--- src/rtl/clocked_c17_array.sv ---
// LANES parallel c17 cores between a registered input stage (S1) and a registered
// output stage (S2) with a valid/ready stall path. Optional toggle counters: ACT_CNT_EN.
module clocked_c17_array #(
  parameter int LANES = 1
`ifdef ACT_CNT_EN
  ,
  parameter int CNT_W = 16
`endif
) (
  input  logic             clk,
  input  logic             sync_reset,
  input  logic             in_valid,
  output logic             in_ready,
  input  logic [LANES-1:0] n1,
  input  logic [LANES-1:0] n2,
  input  logic [LANES-1:0] n3,
  input  logic [LANES-1:0] n6,
  input  logic [LANES-1:0] n7,
  output logic             out_valid,
  input  logic             out_ready,
  output logic [LANES-1:0] n22,
  output logic [LANES-1:0] n23
`ifdef ACT_CNT_EN
  ,
  input  logic                   cnt_clear,
  output logic [LANES*CNT_W-1:0] toggle_cnt
`endif
);

  typedef struct packed {
    logic [LANES-1:0] n1;
    logic [LANES-1:0] n2;
    logic [LANES-1:0] n3;
    logic [LANES-1:0] n6;
    logic [LANES-1:0] n7;
  } bundle_t;

  bundle_t          s1_q, s1_d;
  logic             s1_valid_q, s1_valid_d;
  logic             s2_valid_q, s2_valid_d;
  logic [LANES-1:0] n22_q, n22_d;
  logic [LANES-1:0] n23_q, n23_d;

  logic             s2_adv;
  logic             in_xfer;
  logic             out_xfer;
  logic [LANES-1:0] n10, n11, n16, n19, c22, c23;

  // Bitwise vector ops keep every lane independent of its neighbours.
  assign n10 = ~(s1_q.n1 & s1_q.n3);
  assign n11 = ~(s1_q.n3 & s1_q.n6);
  assign n16 = ~(s1_q.n2 & n11);
  assign n19 = ~(n11 & s1_q.n7);
  assign c22 = ~(n10 & n16);
  assign c23 = ~(n16 & n19);

  assign s2_adv    = s1_valid_q & (~s2_valid_q | out_ready);
  assign in_ready  = ~s1_valid_q | s2_adv;
  assign in_xfer   = in_valid & in_ready;
  assign out_xfer  = s2_valid_q & out_ready;
  assign out_valid = s2_valid_q;
  assign n22       = n22_q;
  assign n23       = n23_q;

  always_comb begin
    // NOTE: every always_comb output gets a default first so no path can infer a latch.
    s1_d       = s1_q;
    s1_valid_d = s1_valid_q;
    s2_valid_d = s2_valid_q;
    n22_d      = n22_q;
    n23_d      = n23_q;

    if (in_xfer) begin
      s1_d.n1    = n1;
      s1_d.n2    = n2;
      s1_d.n3    = n3;
      s1_d.n6    = n6;
      s1_d.n7    = n7;
      s1_valid_d = 1'b1;
    end else if (s2_adv) begin
      s1_valid_d = 1'b0;
    end

    if (s2_adv) begin
      n22_d      = c22;
      n23_d      = c23;
      s2_valid_d = 1'b1;
    end else if (out_xfer) begin
      s2_valid_d = 1'b0;
    end
  end

  always_ff @(posedge clk) begin
    // NOTE: sequential state uses non-blocking assignments so all registers update together.
    if (sync_reset) begin
      // NOTE: data registers are cleared too, so n22/n23 read zero straight after reset.
      s1_q       <= '0;
      s1_valid_q <= 1'b0;
      s2_valid_q <= 1'b0;
      n22_q      <= '0;
      n23_q      <= '0;
    end else begin
      s1_q       <= s1_d;
      s1_valid_q <= s1_valid_d;
      s2_valid_q <= s2_valid_d;
      n22_q      <= n22_d;
      n23_q      <= n23_d;
    end
  end

`ifdef ACT_CNT_EN
  logic [CNT_W-1:0] cnt_q [LANES];
  logic [CNT_W-1:0] cnt_d [LANES];

  // A lane counts when S2 is about to be loaded with a different {n22,n23}; saturates.
  always_comb begin
    for (int i = 0; i < LANES; i++) begin
      cnt_d[i] = cnt_q[i];
      if (cnt_clear) begin
        cnt_d[i] = '0;
      end else if (s2_adv && ({c22[i], c23[i]} != {n22_q[i], n23_q[i]})
                   && (cnt_q[i] != {CNT_W{1'b1}})) begin
        cnt_d[i] = cnt_q[i] + CNT_W'(1);
      end
    end
  end

  always_ff @(posedge clk) begin
    for (int i = 0; i < LANES; i++) begin
      if (sync_reset) begin
        cnt_q[i] <= '0;
      end else begin
        cnt_q[i] <= cnt_d[i];
      end
    end
  end

  always_comb begin
    toggle_cnt = '0;
    for (int i = 0; i < LANES; i++) begin
      toggle_cnt[i*CNT_W +: CNT_W] = cnt_q[i];
    end
  end
`endif

endmodule

--- config.mk ---
export PLATFORM = sky130hd
export DESIGN_NAME = clocked_c17_array
export DESIGN_NICKNAME = d
export VERILOG_FILES = /design/src/rtl/clocked_c17_array.sv
export SDC_FILE = /design/constraint.sdc
export NUM_CORES = 1
export LEC_CHECK = 0
export BUFFER_PORTS_ARGS = -buffer_cell sky130_fd_sc_hd__buf_2
export CORE_AREA = 2 2 39 41
export CTS_BUF_LIST = sky130_fd_sc_hd__clkbuf_2 sky130_fd_sc_hd__clkbuf_4 sky130_fd_sc_hd__clkbuf_8
export DETAILED_ROUTE_END_ITERATION = 6
export DIE_AREA = 0 0 41 43
export SLEW_MARGIN = 20
export SYNTH_ARGS = -nofsm -noshare
export SYNTH_HDL_FRONTEND = slang
export SYNTH_SLANG_ARGS = --single-unit
--- constraint.sdc ---
create_clock -name clk -period 1.6 [get_ports clk]
set_clock_uncertainty 0.15 [all_clocks]
set_input_delay 0.08 -clock clk [delete_from_list [all_inputs] [get_ports clk]]
set_output_delay 0.08 -clock clk [all_outputs]
set_load 0.02 [all_outputs]
==> impl_metrics.ini, run 1 <==
[outcome]
status = completed

[global_routing]
grt_max_degree = 15
grt_pass1_vias = 290
grt-ovfl-total = 0
grt_pass1_wl_um = 1190
antenna_found_initial = 0
grt_use_total_pct = 10.8

[yosys]
seq_area_frac_synth_pct = 43.1
syn_area_um2 = 418
synth.avg_cell_area_um2 = 10.2
synth_ff_type = dfxtp_1
synth_cells = 41
ys_types = 17
async_flop_share_pct = 0
yosysWarningCount = 0
synth-seq-cells = 9
synth_edf_count = 0
syn_nets = 50

[worst_setup_path]
cp.arrival_ps = 1460
path_class = flop to flop
cp-end-kind = flop
required_ps = 1590
crit_fanout = 4
start_kind = flop

[drt]
viasPerCell = 4.30
dr_wl_met3_um = 42
drtIter0Drc = 4
drc = 0
drt_wl_total_um = 771
dr_total_vias = 340
wl_met1_um = 390
postRouteAntennaNets = 0
routed.top_layer = met4
route.met2.wl_um = 323
drt-pass1-iter-count = 3
avgRoutedWirePerCell_um = 9.76

[clocking]
clockBufferDepth = 2
htree_levels = 1
clk_transition_reported_paths_ps = 60
cts_root_buf = clkbuf_4
cts_tree = built
cts_buffers = 3
cts_sinks = 9
clock_latency_ps = 260

[final_layout]
num-fill-cells = 146
final_common_cell = buf_2
diodes = 0
multi_input_area_um2 = 219
register_area_um2 = 181
area_delta_synth_final_pct = 42.2
fin_nets = 73
most-common-layout-cells = buf_2, nand2b_1, dlygate4sd3_1, dfxtp_1, mux2i_1
final_area_um2 = 594
drive_above_1_share_pct = 33.3

[timing]
hold_viol = 0
relSlewSlack_pct = 79.7
min_period_ps = 1470
fmax_ghz = 0.679
worstMarginPinSlew_ps = 305
rsz0062_at_grt = no
slew_violations = 0
finalSetupViolCount = 0
post-route-period-util_pct = 92.0
fin_setup_tns_ps = 0

[power_and_ir_drop]
vdd_ir_drop_max_mv = 0.360
p_per_area_nw_per_um2 = 863
p_leak_nw = 0.255

[floorplanning]
io_pins = 13
fp-row-count = 14
initial_core_util_pct = 30.2
design.core.area_um2 = 1380
die_x_um = 41
dieArea_um2 = 1760
die_height_um = 43

[min_path]
hold_path_class = primary input to flop

[place]
gp_congestion = 0.721
io_buffers = 12
post_dp_cell_area_um2 = 483

[flow_run]
maxCapViolations = 0
==> routing by layer <==
layer | vias to the layer above | global-route usage (%)
li1 | 186 | -
met5 | - | 0
met4 | 0 | 12.0
met3 | 2 | 4.71
met2 | 10 | 12.5
met1 | 142 | 12.9
==> power breakdown <==
group | internal (mW) | switching [mW]
logic | 0.0445 | 0.0308
clock network | 0.113 | 0.0749
registers | 0.238 | 0.0114
==> Yosys cell counts, drive strengths merged, types with 2 or more instances <==
cell type,instances,share of area (%)
nand2b,11,17
dfxtp,9,43
mux2i,5,12
a21oi,4,5.7
nand2,2,1.8
==> final timing paths <==
kind | start | end | slack, ps | cells past startpoint
worst min-delay path | out_ready | out_valid$_SDFFE_PP0P_ | 50 | 3
worst min register to register | n23$_SDFFE_PP0P_ | n23$_SDFFE_PP0P_ | 320 | 2
worst max-delay path | out_valid$_SDFFE_PP0P_ | s1_valid_q$_SDFFE_PP0P_ | 130 | 4
worst max register to register | out_valid$_SDFFE_PP0P_ | s1_valid_q$_SDFFE_PP0P_ | 130 | 4
==> cell families (layout without fill, tap and decap cells) <==
group           count (synthesis)  count (layout)  share of synthesized area, %
compound gates                  9               9                          17.4
buf+inv                         3              25                          4.49
simple gates                   15              15                          23.1
flops                           9               9                          43.1
mux                             5               5                          12.0
==> worst max-delay path: stages, from the launching register on <==
cell           delay [ps]
dfxtp_2               320
nor2b_4               140
a21oi_1               140
nor2_1                 50
dlygate4sd3_1         560
==> metrics by stage <==
step	utilization (%)	setup WS [ps]	hold slack [ps]	instances	total power, mW
after CTS	42.9	122	48.7	79	0.525
after floorplan	-	427	47.4	41	0.296
final	42.9	128	47.3	79	0.513
after global routing	42.9	43.1	57.6	79	0.548
after global placement	34.9	464	173	67	0.315
after detailed placement	34.9	431	173	67	0.315
==> registers in the layout (all words and copies together), names as in the netlist <==
name,count
s1_valid_q,1
s1_q,5
n23,1
n22,1
out_valid,1
==> final cells by class <==
cell class	instances	area share, %
Timing Repair Buffer	20	23.6
Clock buffer	4	5.05
Inverter	1	0.632
Tap cell	16	3.37
Sequential cell	9	30.5
Multi-Input combinational cell	29	36.8
==> repair_timing <==
item                                   4_1_cts  5_1_grt
buffers inserted                             0        0
endpoints found under the hold margin        9        0
hold buffers                                 8        0
setup endpoints to repair                    0        1
gates resized for setup                      0        1
Power figures use the tool's default switching activity.
==> inputs of run 2 (changes only) <==
==> constraint.sdc (replaced) <==
create_clock -name clk -period 1.6 [get_ports clk]
set_clock_uncertainty 0.15 [all_clocks]
set_input_delay 0.16 -clock clk [delete_from_list [all_inputs] [get_ports clk]]
set_output_delay 0.16 -clock clk [all_outputs]
set_load 0.02 [all_outputs]
==> impl_metrics.ini, run 2 (synthesized netlist as in run 1, its figures left out) <==
[worst_setup_path]
cp-end-kind = primary output
path_class = flop to primary output
reg2reg_slack_ps = 430
cp.arrival_ps = 1040
start_kind = flop
worst_r2r_endpoint = s1_q[0]$_SDFFE_PP0P_
required_ps = 1290
worstSetupStartpoint = out_valid$_SDFFE_PP0P_
crit-reg2reg-launch = out_valid$_SDFFE_PP0P_
rr_worst_depth = 3
crit_fanout = 4

[floorplanning]
io_pins = 13
design.core.area_um2 = 1380
dieArea_um2 = 1760
die_x_um = 41
initial_core_util_pct = 30.2
fp-row-count = 14
die_height_um = 43

[final_layout]
diodes = 0
most-common-layout-cells = buf_2, nand2b_1, dfxtp_1
top_register = s1_q
fin_nets = 66
area_delta_synth_final_pct = 25.1
fin_util_pct = 37.8
largest_reg_flops = 5
drive_above_1_share_pct = 35.7
final_common_cell = buf_2

[drt]
drt_wl_total_um = 703
avgRoutedWirePerCell_um = 9.76
dr_total_vias = 311
drc = 0
postRouteAntennaNets = 0
drtIter0Drc = 4
viasPerCell = 4.32
drt-pass1-iter-count = 3

[power_and_ir_drop]
vdd_ir_drop_max_mv = 0.360
p_clk_share_pct = 37.6
seqPwrFrac_pct = 50.0
p_comb_share_pct = 12.4
p_leak_nw = 0.224
p_int_mw = 0.384
p_sw_share_pct = 23.0
power.switching_mw = 0.115
p_per_area_nw_per_um2 = 954

[clocking]
clock_latency_ps = 250
postCtsSetupRepairBufs = 0
cts_resized = 0
cts_sinks = 9
cts_root_buf = clkbuf_4
cts_buffers = 3
cts_tree = built
clockBufferDepth = 2
postCtsHoldBufs = 1
clk_transition_reported_paths_ps = 60
htree_levels = 1

[timing]
post-route-period-util_pct = 84.7
fin_setup_tns_ps = 0
worstMarginPinSlew_ps = 304
rsz0062_at_grt = no
min_period_ps = 1350
slew_violations = 0
relSlewSlack_pct = 79.7
finalSetupViolCount = 0
hold_viol = 0
fmax_ghz = 0.738

[global_routing]
grt-ovfl-total = 0
antenna_found_initial = 0
grt_pass1_vias = 269
grt_pass1_wl_um = 1100
grt_max_degree = 15
grt_use_total_pct = 10.2

[outcome]
status = completed

[place]
gp_congestion = 0.721
io_buffers = 12

[min_path]
hp-start = n1
hold_path_class = primary input to flop
holdPathStages = 3
hold_end = s1_q[4]$_SDFFE_PP0P_

[flow_run]
maxCapViolations = 0
-- run 2: critical path: stages (launching register included) --
cell     delay [ps]
dfxtp_1         350
nor2b_4         210
nand2_1          60
buf_2           160
-- run 2: final cells by class --
| type | count | area, µm² |
|---|---|---|
| Fill cell | 150 | 861 |
| Multi-Input combinational cell | 29 | 219 |
| Sequential cell | 9 | 180 |
| Timing Repair Buffer | 13 | 70.1 |
| Clock buffer | 4 | 30.0 |
| Tap cell | 16 | 20.0 |
| Inverter | 1 | 3.75 |
-- run 2: power by group through the flow --
stage                     combinational, mW  sequential (mW)  clock (mW)
after detailed placement             0.0609            0.254           0
after CTS                            0.0629            0.249       0.199
after global routing                 0.0687            0.251       0.214
final                                0.0619            0.249       0.187
after floorplan                      0.0411            0.255           0
after global placement               0.0607            0.254           0
-- run 2: worst max path at each step --
stage	depth (start not counted)	end	slack, ps
2_1_floorplan	3	s1_q[0]$_SDFFE_PP0P_	430
3_3_place_gp	3	s1_q[4]$_SDFFE_PP0P_	460
3_5_place_dp	3	s1_q[0]$_SDFFE_PP0P_	430
4_1_cts	3	in_ready	230
5_1_grt	3	in_ready	160
6_report	3	in_ready	250
-- run 2: through the flow --
step           std cells  power, mW  hold slack [ps]  setup slack (ps)  instance area (µm²)
5_1_grt               72      0.533             4.39               162                  523
4_1_cts               72      0.512            0.307               227                  523
2_1_floorplan         41      0.296              127               427                  418
3_5_place_dp          67      0.315              253               431                  483
3_3_place_gp          67      0.315              253               464                  483
6_report              72      0.499             8.10               245                  523
-- run 2: layer usage --
metal / up-vias / wire (µm) / GRT usage, %
met5: - / 0 / 0
met4: 0 / 14 / 12.0
met3: 2 / 48 / 4.71
met2: 10 / 275 / 11.3
met1: 127 / 364 / 12.3
li1: 172 / - / -
==> inputs of run 3 (changes only) <==
==> constraint.sdc (replaced) <==
create_clock -name clk -period 1.3 [get_ports clk]
set_clock_uncertainty 0.15 [all_clocks]
set_input_delay 0.13 -clock clk [delete_from_list [all_inputs] [get_ports clk]]
set_output_delay 0.13 -clock clk [all_outputs]
set_load 0.02 [all_outputs]
==> impl_metrics.ini, run 3 (synthesized netlist as in run 1, its figures left out) <==
[global_routing]
grt_pass1_wl_um = 1160
antenna_found_initial = 0
grt_use_total_pct = 10.2
grt-ovfl-total = 0
grt_max_degree = 15
grt_pass1_vias = 286

[worst_setup_path]
path_class = flop to flop
path_cells = nor2b_4, buf_12, a21boi_4, mux2i_1
crit_fanout = 5
cp_slowest_cell = dfxtp_2
required_ps = 1330
slowest_delay_ps = 320
crit_buf_inv = 1
start_kind = flop
path_delay_family = flip-flops
cp.arrival_ps = 1280
cp-end-kind = flop

[floorplanning]
dieArea_um2 = 1760
die_height_um = 43
initial_core_util_pct = 30.2
fp-row-count = 14
die_x_um = 41
io_pins = 13
design.core.area_um2 = 1380

[drt]
drtIter0Drc = 4
dr_total_vias = 343
drt_wl_total_um = 738
avgRoutedWirePerCell_um = 9.46
drc = 0
viasPerCell = 4.40
postRouteAntennaNets = 0
drt-pass1-iter-count = 2

[final_layout]
diodes = 0
area_delta_synth_final_pct = 44.0
top_register = s1_q
fin_util_pct = 43.5
most-common-layout-cells = buf_2, nand2b_1, dfxtp_1
fin_nets = 72
drive_above_1_share_pct = 37.1
largest_reg_flops = 5
final_common_cell = buf_2

[flow_run]
maxCapViolations = 0

[place]
gp_congestion = 0.721
place_hpwl_um = 521
io_buffers = 12

[clocking]
cts_sinks = 9
cts_tree = built
cts_buffers = 3
cts_root_buf = clkbuf_4
clk_transition_reported_paths_ps = 60
htree_levels = 1
clockBufferDepth = 2
clock_latency_ps = 250

[timing]
relSlewSlack_pct = 82.5
fmax_ghz = 0.800
min_period_ps = 1250
post-route-period-util_pct = 96.2
rsz0062_at_grt = yes
finalSetupViolCount = 0
slew_violations = 0
hold_viol = 0
worstMarginPinSlew_ps = 261

[power_and_ir_drop]
finalPower_mw = 0.628
p_per_area_nw_per_um2 = 1040
vdd_ir_drop_max_mv = 0.445
p_leak_nw = 0.258

[min_path]
hold_path_class = primary input to flop

[outcome]
status = completed
run 3: cell count changes in the layout (fill, tap and decap cells not counted):
cell,change
dfxtp_1,-2
dfxtp_2,+2
dlygate4sd3_1,+5
buf_12,+1
buf_2,-1
buf_6,+1
run 3: timing repair:
item                                    CTS  global route
endpoints found under the hold margin     6             0
pin swaps                                 0             1
gates cloned                              0             0
gates resized for setup                   1             3
setup buffers                             1             0
hold buffers                              6             0
endpoints found under the setup margin    1             2
run 3: report_power, final:
group / total (mW) / switching [mW] / internal [mW] / leakage, nW
Sequential: 0.308 / 0.0138 / 0.294 / 0.0748
Combinational: 0.0936 / 0.0384 / 0.0552 / 0.164
Clock: 0.227 / 0.0882 / 0.139 / 0.0184
Total: 0.628 / 0.140 / 0.488 / 0.258
run 3: area by class of cell:
class | count | area [µm²]
Inverter | 1 | 3.75
Sequential cell | 9 | 183
Timing Repair Buffer | 19 | 146
Clock buffer | 4 | 30.0
Multi-Input combinational cell | 29 | 219
Fill cell | 146 | 782
Tap cell | 16 | 20.0
run 3: per-layer routing:
| layer | vias to the layer above | routed length [µm] | global-route usage [%] |
|---|---|---|---|
| li1 | 184 | - | - |
| met1 | 147 | 379 | 12.9 |
| met2 | 10 | 310 | 12.5 |
| met3 | 2 | 35 | 4.71 |
| met4 | 0 | 12 | 8.00 |
| met5 | - | 0 | 0 |
run 3: worst paths after layout:
path                                        startpoint                      to  slack (ps)  cells after the start
worst min register to register        n23$_SDFFE_PP0P_        n23$_SDFFE_PP0P_         320                      2
worst min-delay path                        sync_reset  out_valid$_SDFFE_PP0P_          30                      2
worst max register to register  out_valid$_SDFFE_PP0P_    s1_q[0]$_SDFFE_PP0P_          50                      4
worst max-delay path            out_valid$_SDFFE_PP0P_    s1_q[0]$_SDFFE_PP0P_          50                      4
run 3: per-stage QoR:
stage               setup TNS [ps]  hold slack [ps]  instance area, µm²  setup slack [ps]  cells
finish                           0             26.9                 602              49.3     78
floorplan                        0             97.4                 418               127     41
detailed placement               0              228                 483               131     67
global route                 -23.1             47.1                 602             -22.4     78
global placement                 0              223                 483               164     67
CTS                              0             20.5                 594              16.1     78
